==> src/rtl/capture_tx_sequencer.sv <==
// Capture/transmit sequencer: fills a 2**AddrWidth buffer from an ADC, then streams it out.
// Define SEQ_CONTINUOUS_EN to restart a new run straight after DONE instead of returning to IDLE.
module capture_tx_sequencer #(
    parameter int AddrWidth = 5
) (
    input  logic                 clk_i,
    input  logic                 rst_ni,
    input  logic                 start_i,
    input  logic                 abort_i,
    output logic                 adc_start_o,
    input  logic                 adc_done_i,
    output logic                 we_o,
    output logic [AddrWidth-1:0] addr_o,
    output logic                 tx_start_o,
    input  logic                 tx_busy_i,
    output logic                 tx_phase_o,
    output logic                 busy_o,
    output logic                 done_o,
    output logic [3:0]           state_o
);

    typedef enum logic [3:0] {
        IDLE     = 4'd0,
        CONV_REQ = 4'd1,
        WAIT_ADC = 4'd2,
        WRITE    = 4'd3,
        TX_REQ   = 4'd4,
        TX_ACK   = 4'd5,
        TX_WAIT  = 4'd6,
        TX_NEXT  = 4'd7,
        DONE     = 4'd8
    } state_e;

    localparam logic [AddrWidth-1:0] LastAddr = '1;
    localparam logic [AddrWidth-1:0] AddrOne  = AddrWidth'(1);

    state_e               state_q, state_d;
    logic [AddrWidth-1:0] addr_q, addr_d;
    logic                 tx_start_q, tx_start_d;

    always_ff @(posedge clk_i) begin
        if (!rst_ni) begin
            state_q    <= IDLE;
            addr_q     <= '0;
            tx_start_q <= 1'b0;
        end else begin
            state_q    <= state_d;
            addr_q     <= addr_d;
            tx_start_q <= tx_start_d;
        end
    end

    // tx_start is registered so the launch pulse lands in the first TX_ACK cycle.
    always_comb begin
        state_d    = state_q;
        addr_d     = addr_q;
        tx_start_d = 1'b0;
        if (abort_i) begin
            state_d = IDLE;
            addr_d  = '0;
        end else begin
            unique case (state_q)
                IDLE: begin
                    addr_d = '0;
                    if (start_i) state_d = CONV_REQ;
                end
                CONV_REQ: state_d = WAIT_ADC;
                WAIT_ADC: if (adc_done_i) state_d = WRITE;
                WRITE: begin
                    if (addr_q == LastAddr) begin
                        addr_d  = '0;
                        state_d = TX_REQ;
                    end else begin
                        addr_d  = addr_q + AddrOne;
                        state_d = CONV_REQ;
                    end
                end
                TX_REQ: begin
                    if (!tx_busy_i) begin
                        tx_start_d = 1'b1;
                        state_d    = TX_ACK;
                    end
                end
                TX_ACK:  if (tx_busy_i) state_d = TX_WAIT;
                TX_WAIT: if (!tx_busy_i) state_d = TX_NEXT;
                TX_NEXT: begin
                    if (addr_q == LastAddr) begin
                        addr_d  = '0;
                        state_d = DONE;
                    end else begin
                        addr_d  = addr_q + AddrOne;
                        state_d = TX_REQ;
                    end
                end
`ifdef SEQ_CONTINUOUS_EN
                DONE: state_d = CONV_REQ;
`else
                DONE: state_d = IDLE;
`endif
                default: begin
                    state_d = IDLE;
                    addr_d  = '0;
                end
            endcase
        end
    end

    always_comb begin
        adc_start_o = (state_q == CONV_REQ);
        we_o        = (state_q == WRITE);
        tx_start_o  = tx_start_q;
        tx_phase_o  = (state_q == TX_REQ) || (state_q == TX_ACK) ||
                      (state_q == TX_WAIT) || (state_q == TX_NEXT);
        busy_o      = (state_q != IDLE);
        done_o      = (state_q == DONE);
        addr_o      = addr_q;
        state_o     = state_q;
    end

endmodule

==> config.mk <==
export PLATFORM = sky130hd
export DESIGN_NAME = capture_tx_sequencer
export DESIGN_NICKNAME = d
export VERILOG_FILES = /design/src/rtl/capture_tx_sequencer.sv
export SDC_FILE = /design/constraint.sdc
export NUM_CORES = 1
export LEC_CHECK = 0
export ABC_CLOCK_PERIOD_IN_PS = 2750
export CORE_MARGIN = 4
export CORE_UTILIZATION = 45
export DETAILED_ROUTE_END_ITERATION = 7
export GPL_TIMING_DRIVEN = 1
export HOLD_SLACK_MARGIN = 0.08
export PLACE_DENSITY_LB_ADDON = 0.3
export SLEW_MARGIN = 20
export SYNTH_ARGS = -nofsm -noshare
export SYNTH_HDL_FRONTEND = slang
export SYNTH_SLANG_ARGS = --single-unit
==> constraint.sdc <==
create_clock -name clk_i -period 2.75 [get_ports clk_i]
set_input_delay 0.55 -clock clk_i [delete_from_list [all_inputs] [get_ports clk_i]]
set_output_delay 0.55 -clock clk_i [all_outputs]
set_load 0.005 [all_outputs]
==> impl_metrics.py <==
metrics = {
    "status": {
        "status": "finished clean",
    },
    "clocking": {
        "cts_root_buf": "clkbuf_4",
        "ctsHoldBuffers": 0,
        "cts_max_path_buffers": 2,
        "cts_setup_buffers": 0,
        "ctsHtreeMaxLevel": 1,
        "cts.clk_slew.worst_paths_ps": 60,
        "clock_sinks": 10,
        "insertion_delay_ps": 260,
        "cts_buffers": 3,
        "cts_resized": 0,
        "cts_tree": "built",
    },
    "layout": {
        "drive_gt1_share_pct": 6.818,
        "fillCellCount": 103,
        "finalNetCount": 99,
        "post-route-util_pct": 68.59,
        "layout_common_cells": "clkdlybuf4s50_1 (20), dfxtp_1 (10), nor2_1 (7)",
        "synthToLayoutAreaGrowth_pct": 37.18,
        "diodes": 0,
        "final_common_cell": "clkdlybuf4s50_1",
    },
    "synth": {
        "synthAdderAreaFrac_pct": 6.410,
        "synth_area_um2": 585.6,
        "seq_area_frac_synth_pct": 34.19,
        "synthesis.nets": 78,
        "yosys.cell_types.count": 31,
        "synthSimpleGateAreaFrac_pct": 34.83,
        "synth-xor-area-share_pct": 1.496,
        "ys_seq_elements": 10,
        "avgSynthCellArea_um2": 8.486,
        "synth_top_family_by_area": "simple AND/OR/NAND/NOR gates",
        "muxShareOfSynthArea_pct": 3.632,
        "synth_compound_area_share_pct": 15.60,
        "ys_warn_count": 0,
        "syn_inst": 69,
    },
    "hold_path": {
        "whs_endpoint": "addr_o[3]",
        "hp-class": "reg -> reg",
        "hold_depth": 2,
        "holdCritStartpoint": "addr_o[3]",
    },
    "pwr": {
        "leakagePower_nw": 0.3087,
        "power_density_nw_per_um2": 337.1,
        "p_total_uw": 270.8,
        "irDropWorstVdd_mv": 0.2331,
    },
    "timing": {
        "period_needed_ps": 2352,
        "min_period_over_period_pct": 85.54,
        "max_slew_margin_pct": 64.93,
        "worstMarginPinSlew_ps": 525.3,
        "timing.fmax_mhz": 425.1,
        "finalHoldViolations": 0,
        "setup_viol": 0,
        "fin_worst_skew_ps": 3.984,
        "setup_tns_ps": 0,
        "grt_setup_unrepaired": "no",
        "slew_viol_final": 0,
    },
    "routing": {
        "wirelength_um": 1234,
        "routedWlPerCell_um": 12.10,
        "drt_pass1_iterations": 4,
        "dr.first_iter.drc_count": 23,
        "highest_layer": "met4",
        "vias_per_cell": 5.559,
        "route.met3.wl_um": 92,
        "drc_errors": 0,
        "met2_length_um": 506,
        "met1_length_um": 619,
        "vias": 567,
        "detail-route-antenna-nets": 0,
    },
    "global_routing": {
        "grt_pass1_wl_um": 2049,
        "antenna_found_initial": 0,
        "grtUsageTotal_pct": 14.20,
        "gr-total-overflow": 0,
        "grt_max_degree": 17,
        "grt_pass1_vias": 476,
    },
    "setup_path": {
        "critical_path_arrival_ps": 1800,
        "required_ps": 2200,
        "reg2reg_slack_ps": 860,
        "endpoint_kind": "primary output",
        "path_class": "reg -> out",
        "reg2reg_depth": 7,
        "startpoint_type": "flip-flop",
        "r2r_start": "addr_o[0]",
        "worstReg2RegEnd": "addr_o[4]",
        "critPathMaxFanout": 16,
    },
    "floorplan": {
        "chipWidth_um": 44.07,
        "die_h_um": 44.07,
        "initial_utilization_pct": 50.00,
        "core.rowCount": 12,
        "core_area_um2": 1171,
        "dieArea_um2": 1942,
        "io_pins": 21,
    },
    "placement": {
        "hpwl_um": 936.5,
        "port_buffers": 20,
        "gp_congestion": 0.8147,
    },
    "run": {
        "cap_violations": 0,
    },
}
-- cell usage after synthesis --
cell       number  area share [%]
or3_1           1             1.1
o21ai_0         2             1.7
clkbuf_1        3             1.9
nor4_1          2             2.1
a211o_1         1             1.5
ha_1            3             6.4
mux2_2          1             1.9
nor2b_1         3             3.2
buf_6           1             1.9
xor2_1          1             1.5
nand3_1         3             2.6
nor3b_1         1             1.3
nand3b_1        2             2.6
nor3_1          4             3.4
a211oi_1        1             1.3
dfxtp_1        10              34
or2_1           1             1.1
nor4b_1         1             1.5
nand2_1         3             1.9
or2_4           1             1.5
and3_1          1             1.1
a2bb2oi_1       1             1.5
nand2b_1        3             3.2
or2b_1          1             1.3
nor2_1          7             4.5
a22oi_1         2             2.6
a21o_1          1             1.3
a21oi_1         5             4.3
nor4b_2         1             2.6
a2111oi_0       1             1.5
mux2i_1         1             1.7
-- worst max-delay path, stage by stage, from the launching register on --
cell             delay [ps]
dfxtp_1                 650
nand2_1                 200
nor3_1                  170
clkdlybuf4s50_1         530
-- final cells by class --
type | count | area (um^2) | area share [%]
multi-input combinational | 55 | 362.8 | 45.17
sequential | 10 | 200.2 | 24.92
tap | 14 | 17.52 | 2.181
timing repair buffer | 20 | 200.2 | 24.92
clock buffer | 3 | 22.52 | 2.804
-- how the worst max path moves through the flow --
| stage | from | to | slack, ps | cells past startpoint |
|---|---|---|---|---|
| final | state_o[1] | we_o | 400 | 3 |
| after global routing | state_o[1] | we_o | 290 | 3 |
| after CTS | state_o[1] | we_o | 420 | 3 |
| after detailed placement | state_o[1] | we_o | 690 | 3 |
| after global placement | state_o[1] | we_o | 730 | 3 |
| after floorplan | addr_o[0] | addr_o[4] | 1010 | 7 |
-- cell families (layout without fill, tap and decap cells) --
kind of cell               after synthesis  count (layout)
AOI/OAI and AO/OA                       14              14
buffers and inverters                    4              23
and+or+nand+nor                         35              35
DFF                                     10              10
adders and majority gates                3               3
xor gates and xnor gates                 1               1
muxes                                    2               2
-- flip-flops by register name (all words and copies together), names as in the netlist --
signal	flops
addr_o	5
state_o	4
tx_start_o	1
-- where the power goes --
part           leakage, nW  switching, mW  internal [mW]
registers           0.0807        0.00449          0.146
clock network       0.0138         0.0429         0.0502
logic                0.214        0.00989         0.0173
total                0.309         0.0572          0.214
-- metal layers --
layer	vias to the layer above	global-route usage, %
li1	295	-
met1	243	20.44
met2	25	18.31
met3	4	3.659
met4	0	9.036
met5	-	0
-- metrics by stage --
stage | instances | worst slack, ps | instance area [um^2] | hold slack, ps
2_1_floorplan | 69 | 1011 | 585.6 | 479.1
3_3_place_gp | 99 | 731.1 | 780.7 | 483.2
3_5_place_dp | 99 | 686.9 | 780.7 | 512.3
4_1_cts | 102 | 421.6 | 803.3 | 520.5
5_1_grt | 102 | 286.0 | 803.3 | 553.8
6_report | 102 | 397.7 | 803.3 | 510.7
Power figures use the tool's default switching activity.
